--- config.mk ---
export PLATFORM = sky130hd
export DESIGN_NAME = switch_key_reader
export DESIGN_NICKNAME = d
export VERILOG_FILES = /design/src/rtl/switch_key_reader_pkg.sv /design/src/rtl/switch_key_reader_input_debouncer.sv /design/src/rtl/switch_key_reader.sv
export SDC_FILE = /design/constraint.sdc
export NUM_CORES = 1
export LEC_CHECK = 0
export ABC_AREA = 1
export CORE_UTILIZATION = 44
export CTS_CLUSTER_DIAMETER = 60
export DETAILED_ROUTE_END_ITERATION = 16
export GPL_TIMING_DRIVEN = 0
export PLACE_DENSITY = 0.65
export SYNTH_ARGS = -nofsm -noshare
export SYNTH_HDL_FRONTEND = slang
export SYNTH_HIERARCHICAL = 1
export SYNTH_SLANG_ARGS = --single-unit
--- constraint.sdc ---
create_clock -name clk -period 2.3 [get_ports clk]
set_input_delay 0.69 -clock clk [delete_from_list [all_inputs] [get_ports clk]]
set_output_delay 0.69 -clock clk [all_outputs]
set_load 0.02 [all_outputs]
--- src/rtl/switch_key_reader_pkg.sv ---
// Shared register map and CTRL field layout for the switch/key input peripheral.
package switch_key_reader_pkg;

  // Register select taken from Addr[3:2].
  typedef enum logic [1:0] {
    REG_SW   = 2'd0,
    REG_KEY  = 2'd1,
    REG_EVT  = 2'd2,
    REG_CTRL = 2'd3
  } reg_sel_e;

  localparam int CTRL_IRQ_EN   = 0;
  localparam int CTRL_MASK_LSB = 8;

  // Expands the four byte-lane enables into a 32-bit bit mask.
  function automatic logic [31:0] lane_mask(input logic [3:0] be);
    return {{8{be[3]}}, {8{be[2]}}, {8{be[1]}}, {8{be[0]}}};
  endfunction

endpackage

--- src/rtl/switch_key_reader_input_debouncer.sv ---
// Per-bit 2-flop synchronizer plus tick-sampled history debouncer with a
// stable level output and a one-cycle rising-edge flag aligned to the update.
module switch_key_reader_input_debouncer #(
  parameter int W        = 8,
  parameter int DB_DEPTH = 4,
  parameter bit INVERT   = 1'b0
) (
  input  logic         clk,
  input  logic         rst_n,
  input  logic         tick_i,
  input  logic [W-1:0] raw_i,
  output logic [W-1:0] stable_o,
  output logic [W-1:0] rise_o
);

  logic [W-1:0]                sync1_q, sync2_q;
  logic [W-1:0]                level;
  logic [W-1:0][DB_DEPTH-1:0]  hist_q, hist_d;
  logic [W-1:0]                stable_q, stable_d;

  // Synchronizers idle at the input's released level, so leaving reset never
  // presents a false active sample to the history.
  // NOTE: clocked state is assigned with <= so every flop samples pre-edge values.
  always_ff @(posedge clk or negedge rst_n) begin
    if (!rst_n) begin
      sync1_q <= {W{INVERT}};
      sync2_q <= {W{INVERT}};
    end else begin
      sync1_q <= raw_i;
      sync2_q <= sync1_q;
    end
  end

  assign level = INVERT ? ~sync2_q : sync2_q;

  // NOTE: every always_comb output gets a default first, so no path can infer a latch.
  always_comb begin
    hist_d   = hist_q;
    stable_d = stable_q;
    if (tick_i) begin
      for (int i = 0; i < W; i++) begin
        hist_d[i] = {hist_q[i][DB_DEPTH-2:0], level[i]};
        if (&hist_d[i]) begin
          stable_d[i] = 1'b1;
        end else if (~|hist_d[i]) begin
          stable_d[i] = 1'b0;
        end
      end
    end
  end

  // NOTE: histories are real reset flops, not RAM, so a reset mid-debounce drops partial runs.
  always_ff @(posedge clk or negedge rst_n) begin
    if (!rst_n) begin
      hist_q   <= '0;
      stable_q <= '0;
    end else begin
      hist_q   <= hist_d;
      stable_q <= stable_d;
    end
  end

  assign stable_o = stable_q;
  assign rise_o   = stable_d & ~stable_q;

endmodule

--- src/rtl/switch_key_reader.sv ---
// Bus-readable DIP switch / push-key peripheral with sticky press events.
// Define SWITCH_KEY_IRQ_EN to build the CTRL register and the interrupt output.
module switch_key_reader
  import switch_key_reader_pkg::*;
#(
  parameter int SW_W     = 32,
  parameter int KEY_W    = 8,
  parameter int TICK_DIV = 500000,
  parameter int DB_DEPTH = 4
) (
  input  logic              clk,
  input  logic              reset,
  input  logic [31:0]       Addr,
  input  logic              WE,
  input  logic [3:0]        byteen,
  input  logic [31:0]       WD,
  output logic [31:0]       O,
  input  logic [SW_W-1:0]   dip_switch,
  input  logic [KEY_W-1:0]  user_key,
  output logic              irq
);

  localparam int CNT_W  = $clog2(TICK_DIV);
  localparam int MASK_W = (KEY_W < 24) ? KEY_W : 24;

  logic [CNT_W-1:0] cnt_q;
  logic             tick;

  assign tick = (cnt_q == CNT_W'(TICK_DIV - 1));

  always_ff @(posedge clk or negedge reset) begin
    if (!reset) begin
      cnt_q <= '0;
    end else begin
      cnt_q <= tick ? '0 : cnt_q + 1'b1;
    end
  end

  logic [SW_W-1:0]  sw_stable, sw_rise_unused;
  logic [KEY_W-1:0] key_stable, key_rise;

  switch_key_reader_input_debouncer #(
    .W(SW_W), .DB_DEPTH(DB_DEPTH), .INVERT(1'b0)
  ) u_sw_db (
    .clk(clk), .rst_n(reset), .tick_i(tick), .raw_i(dip_switch),
    .stable_o(sw_stable), .rise_o(sw_rise_unused)
  );

  // Keys are active-low on the pins; the debouncer hands back 1 = pressed.
  switch_key_reader_input_debouncer #(
    .W(KEY_W), .DB_DEPTH(DB_DEPTH), .INVERT(1'b1)
  ) u_key_db (
    .clk(clk), .rst_n(reset), .tick_i(tick), .raw_i(user_key),
    .stable_o(key_stable), .rise_o(key_rise)
  );

  reg_sel_e         sel;
  logic [31:0]      wmask;
  logic [KEY_W-1:0] evt_q, evt_d, evt_clr;
  logic [31:0]      ctrl_rd;

  assign sel   = reg_sel_e'(Addr[3:2]);
  assign wmask = lane_mask(byteen);

  // A press accepted in the same cycle as a clear wins over the clear.
  always_comb begin
    evt_clr = '0;
    if (WE && sel == REG_EVT) begin
      evt_clr = WD[KEY_W-1:0] & wmask[KEY_W-1:0];
    end
    evt_d = (evt_q & ~evt_clr) | key_rise;
  end

  always_ff @(posedge clk or negedge reset) begin
    if (!reset) begin
      evt_q <= '0;
    end else begin
      evt_q <= evt_d;
    end
  end

`ifdef SWITCH_KEY_IRQ_EN
  localparam logic [31:0] CTRL_IMPL = (32'(1) << CTRL_IRQ_EN)
                                    | (((32'(1) << MASK_W) - 32'(1)) << CTRL_MASK_LSB);

  logic [31:0] ctrl_q, ctrl_d;
  logic        irq_q;

  always_comb begin
    ctrl_d = ctrl_q;
    if (WE && sel == REG_CTRL) begin
      ctrl_d = ((ctrl_q & ~wmask) | (WD & wmask)) & CTRL_IMPL;
    end
  end

  always_ff @(posedge clk or negedge reset) begin
    if (!reset) begin
      ctrl_q <= '0;
      irq_q  <= 1'b0;
    end else begin
      ctrl_q <= ctrl_d;
      irq_q  <= ctrl_q[CTRL_IRQ_EN]
              & |(evt_q[MASK_W-1:0] & ctrl_q[CTRL_MASK_LSB +: MASK_W]);
    end
  end

  assign ctrl_rd = ctrl_q;
  assign irq     = irq_q;
`else
  assign ctrl_rd = '0;
  assign irq     = 1'b0;
`endif

  always_comb begin
    O = '0;
    case (sel)
      REG_SW:   O = 32'(sw_stable);
      REG_KEY:  O = 32'(key_stable);
      REG_EVT:  O = 32'(evt_q);
      REG_CTRL: O = ctrl_rd;
      default:  O = '0;
    endcase
  end

  // Address bits outside [3:2] and data/lane bits beyond the implemented fields are don't-care.
  logic unused_bits;
  assign unused_bits = &{1'b0, Addr[31:4], Addr[1:0], WD, wmask, sw_rise_unused};

endmodule

==> impl_metrics.py <==
metrics = {
    "global_route": {
        "overflow": 0,
        "grt_pass1_wl_mm": 36.9,
        "antenna_found_initial": 0,
        "grt_usage_pct": 18.8,
        "grt_max_degree": 125,
        "grt_pass1_vias": 7550,
    },
    "run_status": {
        "status": "finished clean",
    },
    "logic_synthesis": {
        "synth_nets": 1246,
        "syn-instance-count": 1134,
        "avgSynthCellArea_sq_um": 9.34,
        "synth_area_sq_mm": 0.0106,
        "ys_warn_count": 6,
    },
    "floorplanning": {
        "die-area_sq_mm": 0.0247,
        "chipWidth_microns": 157,
        "die_h_microns": 157,
        "placementRows": 56,
        "floorplan.initialDensity_pct": 45.0,
        "io_pins": 144,
        "core_area_sq_mm": 0.0235,
    },
    "drt": {
        "finalWirelength_mm": 22.3,
        "post-route-drc-count": 0,
        "drt_iter0_drc": 377,
        "post_drt_via_cell_ratio": 4.89,
        "vias": 7783,
        "ant_nets": 0,
        "firstDrtPassIters": 5,
        "post_drt_wl_per_cell_microns": 14.0,
    },
    "placed_design": {
        "dp_hpwl_mm": 14.6,
        "dpl_cell_area_sq_mm": 0.0119,
        "gp_congestion": 0.837,
        "numPortBuffers": 83,
        "placedCellCount": 1538,
    },
    "timing": {
        "relSlewSlack_pct": 57.6,
        "finalCriticalPeriod_ns": 2.26,
        "tns_ns": 0,
        "holdWs_ns": 0.0297,
        "tightest_slew_ns": 0.636,
        "rsz0062_at_grt": "true",
        "clock_skew_ns": 0.0236,
        "setup_viol": 0,
        "fin_crit_sh_pct": 98.2,
        "drv_slew": 0,
        "hold_viol": 0,
        "max_clock_freq_mhz": 443,
    },
    "layout": {
        "drive_gt1_share_pct": 13.0,
        "stdcell_count": 1593,
        "nets": 1365,
        "final_common_cell": "nand2_1",
        "antenna_cells": 0,
        "finalInstanceArea_sq_mm": 0.0129,
        "layout_common_cells": "317 x nand2_1, 251 x dfrtp_1, 143 x nor2_1",
        "area_growth_pct": 21.5,
    },
    "worst_setup_path": {
        "crit_fanout": 7,
        "cp_top_family": "buffers and inverters",
        "setup.worst_path.start_class": "input pin",
        "arrival_ns": 1.57,
        "path_class": "in -> out",
        "worstPathRequired_ns": 1.61,
        "path_cells": "buf_2 > nor2_4 > inv_6 > buf_12 > nor2_2 > buf_4",
        "path_buf_inv": 4,
        "critPathSlowestCell": "nor2_4",
        "max_stage_delay_ns": 0.19,
        "critPathCaptureType": "output pin",
    },
    "clocking": {
        "clk_pin_slew_ns": 0.06,
        "hold_buffers": 0,
        "h-tree-depth": 1,
        "clk_latency_ns": 0.54,
        "cts_tree": "built",
        "cts_buffers": 28,
        "clock_sinks": 267,
        "cts_buffer_depth": 3,
        "clock-root-buffer": "clkbuf_16",
    },
    "power": {
        "vdd_drop_max_mv": 0.610,
        "p_per_area_mw_per_mm2": 757,
        "cellLeakagePower_uw": 0.00652,
    },
    "job": {
        "max_cap_violations": 0,
    },
    "worst_hold_path": {
        "hold_class": "in -> async",
    },
}
==> through the flow <==
step                      total power (uW)  utilization, %  setup WS, ns
after floorplan                       4930               -         0.128
after global placement                5140            50.2        -10.78
after detailed placement              5150            50.5         -1.28
after CTS                             9890            54.7       -0.0171
after global routing                 10100            54.7       -0.0409
final                                 9750            54.7        0.0411
==> path summary, 6_finish.rpt <==
check | depth (start not counted) | slack, ns | from | end
worst max-delay path | 6 | 0.04 | Addr[2] | O[28]
worst min-delay path | 1 | 0.03 | reset | u_key_db/stable_o[4]
worst max register to register | 8 | 0.21 | cnt_q[0] | u_sw_db/hist_q[61]
worst min register to register | 0 | 0.35 | u_sw_db/sync1_q[25] | u_sw_db/level[25]
max in group asynchronous | 3 | 0.94 | reset | u_sw_db/hist_q[68]
min in group clk | 0 | 0.35 | u_sw_db/sync1_q[25] | u_sw_db/level[25]
==> cell type report <==
cell class	instances	area, sq um
Fill cell	2115	10700
Sequential cell	267	6700
Multi-Input combinational cell	704	3210
Clock buffer	41	840
Timing Repair Buffer	89	828
Inverter	127	482
Tap cell	319	399
Buffer	36	274
Clock inverter	10	143
==> layer usage <==
metal  GRT usage, %  part of all wire (%)
met1           25.9                    46
met2           31.0                    47
met3           2.89                   4.9
met4           5.27                   1.9
met5              0                     0
==> sequential cells by signal (all words and copies together), names as in the netlist <==
register and flops:
u_sw_db/sync1_q 32, u_sw_db/level 32, cnt_q 19, u_sw_db/stable_o 32, u_sw_db/hist_q 96, u_key_db/sync1_q 8
u_key_db/hist_q 24, u_key_db/sync2_q 8, u_key_db/stable_o 8, evt_q 8
==> timing repair <==
item / 4_1_cts / 5_1_grt
setup buffers: 2 / 1
pin swaps: 4 / 2
setup endpoints to repair: 32 / 46
resized for setup: 148 / 26
cloned: 1 / 0
==> report_power, final <==
part           total, uW  internal, uW  switching, uW
combinational        260           114            146
clock               4670          2860           1810
sequential          4820          4780           40.5
Power figures use the tool's default switching activity.
